<file path="config.mk">
export PLATFORM = sky130hd
export DESIGN_NAME = multicycle_controller
export DESIGN_NICKNAME = d
export VERILOG_FILES = /design/src/rtl/ctrl_pkg.sv /design/src/rtl/ctrl_wait_timer.sv /design/src/rtl/multicycle_controller.sv
export SDC_FILE = /design/constraint.sdc
export NUM_CORES = 1
export LEC_CHECK = 0
export ABC_AREA = 1
export CAP_MARGIN = 10
export CORE_ASPECT_RATIO = 1.2
export CORE_MARGIN = 5
export CORE_UTILIZATION = 42
export DETAILED_ROUTE_END_ITERATION = 6
export PLACE_DENSITY = 0.83
export SYNTH_ARGS = -nofsm -noshare
export SYNTH_HDL_FRONTEND = slang
export SYNTH_SLANG_ARGS = --single-unit
</file>
<file path="constraint.sdc">
create_clock -name clk -period 1.35 [get_ports clk]
set_clock_uncertainty 0.1 [all_clocks]
set_input_delay 0.135 -clock clk [delete_from_list [all_inputs] [get_ports clk]]
set_output_delay 0.135 -clock clk [all_outputs]
set_load 0.01 [all_outputs]
</file>
<file path="src/rtl/ctrl_pkg.sv">
// Shared types and constants for the multi-cycle control FSM.
package ctrl_pkg;

   typedef enum logic [2:0] {
      IDLE,
      FETCH,
      DECODE,
      EXEC,
      MEM,
      WB,
      HALT,
      ERROR
   } state_t;

   localparam logic [1:0] MODE_JMP = 2'b00;
   localparam logic [1:0] MODE_LD  = 2'b01;
   localparam logic [1:0] MODE_ST  = 2'b10;
   localparam logic [1:0] MODE_ALU = 2'b11;

endpackage

</file>
<file path="src/rtl/ctrl_wait_timer.sv">
// Memory-wait cycle counter; expired flags that the wait limit has been reached.
module ctrl_wait_timer #(
   parameter int unsigned TO_W    = 4,
   parameter int unsigned TIMEOUT = 15
) (
   input  logic clk,
   input  logic reset,
   input  logic clear,
   input  logic enable,
   output logic expired
);

   logic [TO_W-1:0] count;

   always_ff @(posedge clk or posedge reset) begin
      if (reset) begin
         count <= '0;
      end else if (clear) begin
         count <= '0;
      end else if (enable) begin
         count <= count + TO_W'(1);
      end
   end

   assign expired = (count == TO_W'(TIMEOUT));

endmodule

</file>
<file path="src/rtl/multicycle_controller.sv">
// Multi-cycle control FSM: fetch/decode/execute/memory/writeback sequencing with
// memory-ready handshake, halt opcode and sticky memory-timeout trap.
module multicycle_controller
   import ctrl_pkg::*;
#(
   parameter int unsigned         OP_W        = 2,
   parameter logic [OP_W-1:0]     NEG_OPCODE  = 2'b10,
   parameter logic [OP_W-1:0]     HALT_OPCODE = 2'b11,
   parameter int unsigned         TIMEOUT     = 15,
   parameter int unsigned         TO_W        = 4
) (
   input  logic            clk,
   input  logic            reset,
   input  logic [1:0]      mode,
   input  logic [OP_W-1:0] opcode,
   input  logic            mem_ready,
   input  logic            resume,
   output logic            mem_req,
   output logic            mem_is_fetch,
   output logic            ir_write,
   output logic            pc_inc,
   output logic            pc_write,
   output logic            register_write,
   output logic            memory_write,
   output logic            memory_to_register,
   output logic            alu_negation,
   output logic            val_b_imm_selection,
   output logic            halted,
   output logic            error
);

   state_t          state;
   state_t          state_next;
   logic [1:0]      mode_q;
   logic [OP_W-1:0] op_q;
   logic            waiting;
   logic            expired;

   assign waiting = (state == FETCH) || (state == MEM);

   // Any exit from a wait state (ready or trap) clears the count, so it never wraps.
   ctrl_wait_timer #(
      .TO_W    (TO_W),
      .TIMEOUT (TIMEOUT)
   ) u_wait_timer (
      .clk     (clk),
      .reset   (reset),
      .clear   (!waiting || mem_ready || expired),
      .enable  (waiting && !mem_ready),
      .expired (expired)
   );

   always_ff @(posedge clk or posedge reset) begin
      if (reset) begin
         state <= IDLE;
      end else begin
         state <= state_next;
      end
   end

   always_ff @(posedge clk or posedge reset) begin
      if (reset) begin
         mode_q <= '0;
         op_q   <= '0;
      end else if (state == DECODE) begin
         mode_q <= mode;
         op_q   <= opcode;
      end
   end

   always_comb begin
      state_next          = state;
      mem_req             = 1'b0;
      mem_is_fetch        = 1'b0;
      ir_write            = 1'b0;
      pc_inc              = 1'b0;
      pc_write            = 1'b0;
      register_write      = 1'b0;
      memory_write        = 1'b0;
      memory_to_register  = 1'b0;
      alu_negation        = 1'b0;
      val_b_imm_selection = 1'b0;
      halted              = 1'b0;
      error               = 1'b0;
      case (state)
         IDLE: state_next = FETCH;
         FETCH: begin
            mem_req      = 1'b1;
            mem_is_fetch = 1'b1;
            ir_write     = mem_ready;
            pc_inc       = mem_ready;
            if (mem_ready) state_next = DECODE;
            else if (expired) state_next = ERROR;
         end
         DECODE: begin
            if (mode == MODE_JMP && opcode == HALT_OPCODE) state_next = HALT;
            else state_next = EXEC;
         end
         EXEC: begin
            alu_negation        = (op_q == NEG_OPCODE) && (mode_q == MODE_ALU);
            val_b_imm_selection = (mode_q == MODE_LD) || (mode_q == MODE_ST);
            case (mode_q)
               MODE_JMP: begin
                  pc_write   = 1'b1;
                  state_next = FETCH;
               end
               MODE_ALU: state_next = WB;
               default:  state_next = MEM;
            endcase
         end
         MEM: begin
            mem_req             = 1'b1;
            val_b_imm_selection = 1'b1;
            memory_write        = (mode_q == MODE_ST);
            if (mem_ready) state_next = (mode_q == MODE_ST) ? FETCH : WB;
            else if (expired) state_next = ERROR;
         end
         WB: begin
            register_write     = 1'b1;
            memory_to_register = (mode_q == MODE_LD);
            state_next         = FETCH;
         end
         HALT: begin
            halted = 1'b1;
            if (resume) state_next = FETCH;
         end
         ERROR: error = 1'b1;
         default: state_next = IDLE;
      endcase
   end

endmodule

</file>
# Word-level counts from Yosys, hierarchy flattened
# Cells that the tools add are included.
[op_classes]
n_addsub = 1
n_eq_ne = 14
muxes = 22
n_reduce_logical = 17
[op_table]
columns = ["op", "count"]
rows = [
  ["$mux 3", 6],
  ["$pmux 3 s6", 1],
  ["$eq 3x3->1 const B", 4],
  ["$mux 1", 11],
  ["$eq 2x2->1 const B", 4],
  ["$mux 4", 2],
  ["$eq 3x2->1 const B", 2],
  ["$pmux 3 s2", 1],
  ["$reduce_bool 6->1", 1],
  ["$add 4x1->4 const B", 1],
  ["$eq 4x4->1 const B", 1],
  ["$logic_not 2->1", 2],
  ["$logic_or 1x1->1", 4],
  ["$reduce_or 2->1", 2],
  ["$eq 3x1->1 const B", 1],
  ["$logic_and 1x1->1", 3],
  ["$logic_not 3->1", 1],
  ["$eq 2x1->1 const B", 1],
  ["$logic_not 1->1", 2],
  ["$ne 2x2->1 const B", 1],
  ["$pmux 1 s2", 1],
  ["$reduce_and 2->1", 1],
  ["$reduce_bool 2->1", 1],
]
[totals]
register_bits = 11
output_inout_bits = 12
elab_cells = 58

# Depth between registers and ports, before layout
# Gate-level depths: netlist of run 1.
[depth]
depth_word = 6
mapped_depth = 9
ltp_nobuf = 9

# Hierarchy
# From an unflattened synthesis of run 1, not the netlist that was laid out.
[hier_totals]
cells_unflattened = 122
area_unflattened_um2 = 853.3
[modules_own_cells]
columns = ["mod", "instances", "cells_per_inst", "area_per_inst_um2"]
rows = [
  ["multicycle_controller", 1, 95, 638.1],
  ["ctrl_wait_timer", 1, 27, 215.2],
]

# Worst setup path after synthesis of run 1
# OpenSTA, ideal clock, no wires.
[synth_path]
path_kind = "register to register"
start = "register mode_q[0]"
end = "register state[0]"
t_arrival_ns = 1.044
required_time_ns = 1.131
setup_slack_ns = 0.087
path_stages_with_launch = 10
period_less_slack_ns = 1.263
path_cell_list = "dfrtp_1 -> inv_1 -> ha_1 -> inv_1 -> nand2_1 -> nand2_1 -> nor2_1 -> nand3_1 -> nand2_1 -> nand2_1"
[synth_via]
elab_chain_cells = 3
elab_cells_between_ends = 4
cone_classes = "1 x eq/ne; 2 x mux; 1 x reduce/logical"
[synth_lines]
columns = ["element", "line", "rtl"]
rows = [
  ["from (decl)", "multicycle_controller.sv:34", "logic [1:0] mode_q;"],
  ["from (signal assigned)", "multicycle_controller.sv:66", "mode_q <= mode;"],
  ["$eq 2x2->1 / $logic_not 2->1 (equally long branches)", "multicycle_controller.sv:102", "case (mode_q)"],
  ["$pmux 3 s2 *", "multicycle_controller.sv:102", ""],
  ["$pmux 3 s6 *", "multicycle_controller.sv:85", "case (state)"],
  ["to (signal assigned)", "multicycle_controller.sv:57", "state <= state_next;"],
  ["to (decl)", "multicycle_controller.sv:32", "state_t state;"],
]
# Mark *: on every way between the ends. The rest lies on a longest branch, timed or not.
# A chain may end at the register's enable or synchronous reset.

# Final worst setup path of run 1
[layout_path]
start = "register state[0]"
end = "register state[0]"
[layout_via]
elab_chain_cells = 4
elab_cells_between_ends = 15
cone_classes = "7 x eq/ne; 4 x mux; 4 x reduce/logical"
[layout_lines]
columns = ["element", "line"]
rows = [
  ["$eq 3x3->1 / $logic_not 3->1 (equally long branches)", "multicycle_controller.sv:85"],
  ["$reduce_or 2->1 (no line)", "-"],
  ["$reduce_bool 6->1 (no line)", "-"],
  ["$reduce_and 2->1 (no line)", "-"],
]
# Several ways; a longest one is shown, not always the timed one.

==> results.tsv, run 1 <==
stage	metric	value	unit
timing	fmax	601	MHz
final_layout	most common cell after layout, fill and taps aside	sky130_fd_sc_hd__buf_4	
global_route	remaining global-route overflow	0	
clock_tree	number of buffers created by CTS	3	
status	failing checks	setup timing	
synthesis	cell area after technology mapping	737	um^2
setup_path	Setup crit end kind	flip-flop	
global_route	antenna violations before repair	0	
routing	per-cell via count in the routed design	5.16	
placement	count of buffers from port buffering	19	
floorplanning	chip height	55.9	um
global_route	via count of the first global-routing pass	900	
synthesis	Avg Synthesized Cell Area	7.02	um^2
setup_path	Worst Path Class, Setup	reg2reg	
timing	final-report hold violation count	0	
clock_tree	clock slew seen by the registers of the worst setup and hold paths	0.07	ns
clock_tree	clock root buffer	sky130_fd_sc_hd__clkbuf_4	
final_layout	fill count	112	
floorplanning	floorplan row count	16	
setup_path	start of the worst register-to-register path	state[0]$_DFFE_PP0P_	
floorplanning	Floorplan Core Area	0.00166	mm^2
floorplanning	Initial Utilization	44.4	%
routing	overall via count from detail_route	924	
synthesis	synthesized flop and latch total	11	
placement	dpl hpwl	1.60	mm
clock_tree	number of hold buffers added after CTS	0	
clock_tree	Clock Sink Count	11	
timing	max_slew headroom	72.7	%
timing	number of pins exceeding their max-slew limit in the final report	0	
clock_tree	insertion delay of the later-clocked pin in the worst-skew pair	0.27	ns
final_layout	proportion of layout cells with a drive suffix above 1	49.1	%
timing	min setup slack post-route	-0.314	ns
synthesis	post-synthesis instance total	105	
hold_path	path class of the lowest-slack min-delay path	in2async	
global_route	global-route wire length before repair	3.70	mm
setup_path	Critical Path Start Type	flip-flop	
setup_path	worst path required time	1.41	ns
timing	Least-Margin Pin Slew	0.410	ns
pwr	power density over the cells	2100	mW/mm^2
setup_path	Register-to-Register Setup Slack	-0.31	ns
final_layout	Area Growth Syn to Fin	80.5	%
global_route	pin count of the biggest net entering global routing	12	
floorplanning	horizontal die dimension	48.2	um
pwr	maximum resistive drop on vdd	0.00120	V
timing	endpoints failing setup	19	
routing	average wire length per cell after detail routing	14.9	um
pwr	total chip power	2.79	mW
setup_path	end of the worst register-to-register path	state[0]$_DFFE_PP0P_	
placement	last weighted congestion value of the routability-driven placer	0.843	
setup_path	depth of the worst register-to-register path	12	
floorplanning	count of pins on the block boundary	20	
timing	setup repair after global routing missed its margin	yes	
routing	remaining antenna violation count after routing	0	
floorplanning	area of the die	0.00270	mm^2
final_layout	layout net count	176	
status	result of the run	complete, but fails checks	
synthesis	sequential element share of the synthesized area	37.4	%
timing	setup TNS	-3.45	ns
final_layout	top library cells by usage in the layout, fill and taps aside	sky130_fd_sc_hd__buf_4 (29), sky130_fd_sc_hd__nand2_1 (23), sky130_fd_sc_hd__inv_1 (13), sky130_fd_sc_hd__dfrtp_1 (11), sky130_fd_sc_hd__buf_2 (9)	
clock_tree	number of buffers between clock root and the deepest sink	2	
routing	final WL	2.67	mm
routing	starting DRC count in detailed routing	20	
routing	Detailed Routing Iterations Pass 1	4	
routing	detailed-route DRC error count	0	
global_route	GR Util All Layers	18.9	%
setup_path	signal arrival time at the worst endpoint	1.72	ns
synthesis	Mapped Nets	119	
pwr	leakage power	0.725	nW
flow_run	Max-cap violations	0	
clock_tree	number of H-tree levels	1	
timing	share of the cycle needed by the critical path after routing	123	%
timing	min cycle time layout	1.66	ns
final_layout	ANT cells	0	
clock_tree	TritonCTS clock tree	yes	
synthesis	Distinct cells, synth	17	
setup_path	Max FO, Critical Path	3	
synthesis	count of warnings emitted by yosys	0	
==> worst max-delay path, stage by stage, from the launching register on <==
cell and delay, ns:
sky130_fd_sc_hd__dfrtp_1 0.42, sky130_fd_sc_hd__buf_4 0.16, sky130_fd_sc_hd__buf_4 0.14, sky130_fd_sc_hd__inv_2 0.04, sky130_fd_sc_hd__buf_4 0.14, sky130_fd_sc_hd__nand2_2 0.08
sky130_fd_sc_hd__nor2_4 0.05, sky130_fd_sc_hd__nand2_1 0.06, sky130_fd_sc_hd__nand2_1 0.05, sky130_fd_sc_hd__nor2_1 0.10, sky130_fd_sc_hd__nand3_1 0.08, sky130_fd_sc_hd__nand2_1 0.07
sky130_fd_sc_hd__nand2_1 0.07
==> worst max-delay path by stage <==
stage	start	to	slack, ns	depth (start not counted)
global placement	mode_q[0]$_DFFE_PP0P_	val_b_imm_selection	-0.29	5
floorplan	mode_q[0]$_DFFE_PP0P_	state[0]$_DFFE_PP0P_	0.09	9
CTS	state[2]$_DFFE_PP0P_	alu_negation	-0.17	5
detailed placement	mode_q[0]$_DFFE_PP0P_	val_b_imm_selection	-0.33	5
finish	state[0]$_DFFE_PP0P_	state[0]$_DFFE_PP0P_	-0.31	12
global route	state[0]$_DFFE_PP0P_	state[0]$_DFFE_PP0P_	-0.38	12
==> power breakdown <==
| group | total, mW | switching, mW | leakage [nW] | internal (mW) |
|---|---|---|---|---|
| sequential | 0.559 | 0.110 | 0.142 | 0.448 |
| combinational | 2.00 | 1.00 | 0.568 | 1.00 |
| clock | 0.227 | 0.112 | 0.0150 | 0.115 |
| total | 2.79 | 1.23 | 0.725 | 1.56 |
==> stage by stage <==
step	setup slack, ns	std cells	util (%)	cell area [um^2]	hold slack [ns]
detailed placement	-0.332	165	67.5	1120	0.352
CTS	-0.171	176	74.2	1230	0.0598
finish	-0.314	179	80.0	1330	0.0429
global placement	-0.293	165	67.5	1120	0.341
floorplan	0.0870	105	-	737	-0.113
global route	-0.380	179	80.0	1330	0.0793
==> cells by family (layout without fill, tap and decap cells) <==
kind of cell,after synthesis,count (layout),synth area share [%]
adder cells (fa/ha/maj),6,6,10.2
buffers and inverters,21,77,11.2
AND/OR/NAND/NOR,59,59,34.8
XOR/XNOR,2,2,2.38
AO/OA/AOI/OAI,6,6,4.07
flip-flops,11,11,37.4
==> cell usage after synthesis <==
master / count / area (um^2)
sky130_fd_sc_hd__xnor2_1: 1 / 8.76
sky130_fd_sc_hd__nand2_2: 1 / 6.26
sky130_fd_sc_hd__nor3_1: 1 / 5.00
sky130_fd_sc_hd__a21oi_1: 1 / 5.00
sky130_fd_sc_hd__buf_4: 1 / 7.51
sky130_fd_sc_hd__dfrtp_1: 11 / 275
sky130_fd_sc_hd__inv_2: 1 / 3.75
sky130_fd_sc_hd__nor2_4: 1 / 11.3
sky130_fd_sc_hd__nor2_1: 18 / 67.6
sky130_fd_sc_hd__o21ai_0: 5 / 25.0
sky130_fd_sc_hd__ha_1: 6 / 75.1
sky130_fd_sc_hd__nand3_1: 10 / 50.1
sky130_fd_sc_hd__inv_1: 19 / 71.3
sky130_fd_sc_hd__nand4_1: 2 / 12.5
sky130_fd_sc_hd__nand3_2: 1 / 10.0
sky130_fd_sc_hd__nand2_1: 25 / 93.8
sky130_fd_sc_hd__xor2_1: 1 / 8.76
==> repair_timing <==
action                     CTS  global route
buffers inserted             7             3
cloned                       0             0
setup endpoints to repair   20            23
pin swaps                    5             1
resized for setup           67            28
==> routing by layer <==
layer,global-route usage (%),part of all wire (%),up-vias
met5,0,0,-
met4,12.3,2.4,0
met3,2.59,4.8,9
met2,32.3,56,36
met1,19.6,37,443
li1,-,-,436
==> state kept, by name, summed over array words and instances (netlist names) <==
name / count
mode_q: 2
state: 3
op_q: 2
u_wait_timer.count: 4
==> final cells by class <==
type / instances / area, um^2 / share of cell area [%]
Clock buffer: 4 / 26.3 / 1.98
Inverter: 20 / 75.1 / 5.64
Multi-Input combinational cell: 73 / 508 / 38.2
Timing Repair Buffer: 53 / 423 / 31.8
Tap cell: 18 / 22.5 / 1.69
Sequential cell: 11 / 275 / 20.7
No activity file was read; power rests on OpenSTA's default activity.
==> run 2: changes to the inputs <==
- ABC_CLOCK_PERIOD_IN_PS: default -> 1350
==> results of run 2 <==
No change in the layout: final DEF, timing and power equal those of run 1.
==> run 3: changes to the inputs <==
- MAX_ROUTING_LAYER: default -> met4
==> run 3 against run 2 <==
  * The flow still finishes with violations (setup timing)
  * Sequential power up 1%
  * Register-to-register slack better by 0.14 ns
  * Cell count rose by 0.56%
  * Critical endpoint is now val_b_imm_selection
  * Largest cell class unchanged
  * Largest power group unchanged
==> results.tsv, run 3 (synthesis results as in run 1) <==
stage	metric	value	unit	change
floorplanning	horizontal die dimension	48.2	um	unchanged
placement	last weighted congestion value of the routability-driven placer	0.844		was 0.843
routing	starting DRC count in detailed routing	22		was 20
setup_path	Worst Path Class, Setup	reg2out		was reg2reg
setup_path	delay of the slowest cell on the worst path	0.42	ns	about the same
final_layout	layout net count	177		was 176
pwr	maximum resistive drop on vdd	0.00153	V	was 0.00120 V
routing	per-cell via count in the routed design	5.28		was 5.16
routing	detailed-route DRC error count	0		unchanged
global_route	remaining global-route overflow	0		unchanged
final_layout	ANT cells	0		unchanged
global_route	GR Util All Layers	23.2	%	was 18.9%
routing	met1 wire length	1.20	mm	was 975 um
routing	length of routed met2 wiring	1.58	mm	was 1.50 mm
timing	share of the cycle needed by the critical path after routing	119	%	was 123%
routing	average wire length per cell after detail routing	17.0	um	was 14.9 um
final_layout	top library cells by usage in the layout, fill and taps aside	sky130_fd_sc_hd__buf_6 (22), sky130_fd_sc_hd__buf_4 (20), sky130_fd_sc_hd__nand2_1 (17), sky130_fd_sc_hd__inv_2 (12), sky130_fd_sc_hd__dfrtp_1 (11)		was sky130_fd_sc_hd__buf_4 (29), sky130_fd_sc_hd__nand2_1 (23), sky130_fd_sc_hd__inv_1 (13), sky130_fd_sc_hd__dfrtp_1 (11), sky130_fd_sc_hd__buf_2 (9)
clock_tree	number of hold buffers added after CTS	0		unchanged
final_layout	Area Growth Syn to Fin	101	%	was 80.5%
routing	final WL	3.06	mm	was 2.67 mm
floorplanning	area of the die	0.00270	mm^2	unchanged
floorplanning	Floorplan Core Area	0.00166	mm^2	unchanged
final_layout	number of flip-flops under the largest register name	4		unchanged
clock_tree	TritonCTS clock tree	yes		unchanged
setup_path	Setup crit end kind	output port		was flip-flop
pwr	total chip power	3.21	mW	was 2.79 mW
setup_path	Max FO, Critical Path	2		was 3
timing	number of pins exceeding their max-slew limit in the final report	0		unchanged
routing	overall via count from detail_route	951		was 924
placement	post-placement cell area	0.00112	mm^2	unchanged
timing	setup repair after global routing missed its margin	yes		unchanged
clock_tree	number of buffers between clock root and the deepest sink	2		unchanged
global_route	antenna violations before repair	0		unchanged
timing	max_slew headroom	72.2	%	was 72.7%
final_layout	cell area after layout	0.00148	mm^2	was 0.00133 mm^2
status	failing checks	setup timing		unchanged
setup_path	signal arrival time at the worst endpoint	1.37	ns	was 1.72 ns
floorplanning	floorplan row count	16		unchanged
global_route	pin count of the biggest net entering global routing	12		unchanged
final_layout	most common cell after layout, fill and taps aside	sky130_fd_sc_hd__buf_6		was sky130_fd_sc_hd__buf_4
setup_path	cells traversed along the worst timing path	inv_2 > ha_4 > inv_2 > o21ai_1 > buf_2		was buf_4 > buf_4 > inv_2 > buf_4 > nand2_2 > nor2_4 > nand2_1 > nand2_1 > nor2_1 > nand3_1 > nand2_1 > nand2_1
timing	setup TNS	-2.45	ns	was -3.45 ns
routing	remaining antenna violation count after routing	0		unchanged
floorplanning	chip height	55.9	um	unchanged
clock_tree	clock root buffer	sky130_fd_sc_hd__clkbuf_4		unchanged
clock_tree	clock slew seen by the registers of the worst setup and hold paths	0.07	ns	about the same
hold_path	path class of the lowest-slack min-delay path	in2async		unchanged
final_layout	biggest regs	u_wait_timer.count x4, state x3		unchanged
placement	dpl hpwl	1.55	mm	was 1.60 mm
final_layout	proportion of layout cells with a drive suffix above 1	59.9	%	was 49.1%
timing	endpoints failing setup	19		unchanged
flow_run	Max-cap violations	0		unchanged
clock_tree	Clock Sink Count	11		unchanged
final_layout	Most flops, register	u_wait_timer.count		unchanged
routing	total met3 wirelength after detailed routing	147	um	was 129 um
setup_path	Critical Path Start Type	flip-flop		unchanged
final_layout	area of the multi-input gates	581	um^2	was 508 um^2
clock_tree	number of H-tree levels	1		unchanged
setup_path	CP most frequent cell	sky130_fd_sc_hd__inv_2		was sky130_fd_sc_hd__nand2_1
floorplanning	Initial Utilization	44.4	%	unchanged
timing	min setup slack post-route	-0.259	ns	was -0.314 ns
routing	Detailed Routing Iterations Pass 1	4		unchanged
global_route	global-route wire length before repair	4.31	mm	was 3.70 mm
final_layout	fill count	70		was 112
status	result of the run	complete, but fails checks		unchanged
pwr	leakage power	0.751	nW	was 0.725 nW
final_layout	sequential cell area in the final layout	275	um^2	unchanged
floorplanning	count of pins on the block boundary	20		unchanged
timing	fmax	622	MHz	was 601 MHz
placement	count of buffers from port buffering	19		unchanged
global_route	via count of the first global-routing pass	947		was 900
routing	uppermost metal layer occupied by signal nets	met4		unchanged
clock_tree	number of buffers created by CTS	3		unchanged
timing	min cycle time layout	1.61	ns	was 1.66 ns
clock_tree	insertion delay of the later-clocked pin in the worst-skew pair	0.27	ns	about the same
pwr	power density over the cells	2170	mW/mm^2	was 2100 mW/mm^2
timing	Least-Margin Pin Slew	0.417	ns	was 0.410 ns
timing	final-report hold violation count	0		unchanged
setup_path	Slowest cell on crit path	sky130_fd_sc_hd__dfrtp_1		unchanged
timing	Worst Hold Margin	0.0487	ns	was 0.0429 ns
setup_path	worst path required time	1.12	ns	was 1.41 ns
[run 3: cell count changes in the layout (fill, tap and decap cells not counted), sizes merged]
cell  delta
buf      +1
[run 3: worst paths after layout]
check                                 startpoint                                end  slack [ns]  depth (start not counted)
max                        mode_q[1]$_DFFE_PP0P_                val_b_imm_selection       -0.26                          5
min                                        reset  u_wait_timer.count[2]$_DFFE_PP0P_        0.05                          2
max reg2reg                 state[0]$_DFFE_PP0P_               state[0]$_DFFE_PP0P_       -0.17                         12
min reg2reg                  op_q[1]$_DFFE_PP0P_                op_q[1]$_DFFE_PP0P_        0.42                          2
max in group asynchronous                  reset              mode_q[0]$_DFFE_PP0P_        0.81                          2
min in group clk                       opcode[1]                op_q[1]$_DFFE_PP0P_        0.34                          3
[run 3: layout make-up]
type                       instances  share of cell area [%]
tap                               18                    1.52
multi-input combinational         73                    39.3
inverter                          20                    5.42
clock buffer                       4                    1.78
sequential                        11                    18.6
timing repair buffer              54                    33.4
[run 3: layer usage]
metal	track usage (%)	vias up
met1	25.4	452
met5	-	-
met3	4.85	15
met2	37.5	41
li1	-	443
met4	11.2	0
[run 3: report_power, final]
part	leakage, nW	internal [mW]	switching, mW
Sequential	0.142	0.449	0.117
Combinational	0.595	1.21	1.21
Clock	0.0150	0.114	0.111
[run 3: what timing repair did]
| item | CTS | global route |
|---|---|---|
| gates resized for setup | 109 | 24 |
| buffers inserted | 8 | 4 |
| endpoints found under the setup margin | 15 | 23 |
| pin swaps | 17 | 13 |
[run 3: critical path, delay by kind of cell (launching register included)]
| kind | cells | cell delay, ns |
|---|---|---|
| AOI/OAI and AO/OA | 1 | 0.13 |
| adders and majority gates | 1 | 0.28 |
| buffers and inverters | 3 | 0.27 |
| DFF | 1 | 0.42 |
[run 3: stage by stage]
stage / utilization (%) / worst slack [ns] / cells
after floorplan: - / 0.0870 / 105
after global placement: 67.5 / -0.289 / 165
after detailed placement: 67.5 / -0.332 / 165
after CTS: 83.0 / -0.144 / 177
after global routing: 88.9 / -0.285 / 180
final: 88.9 / -0.259 / 180
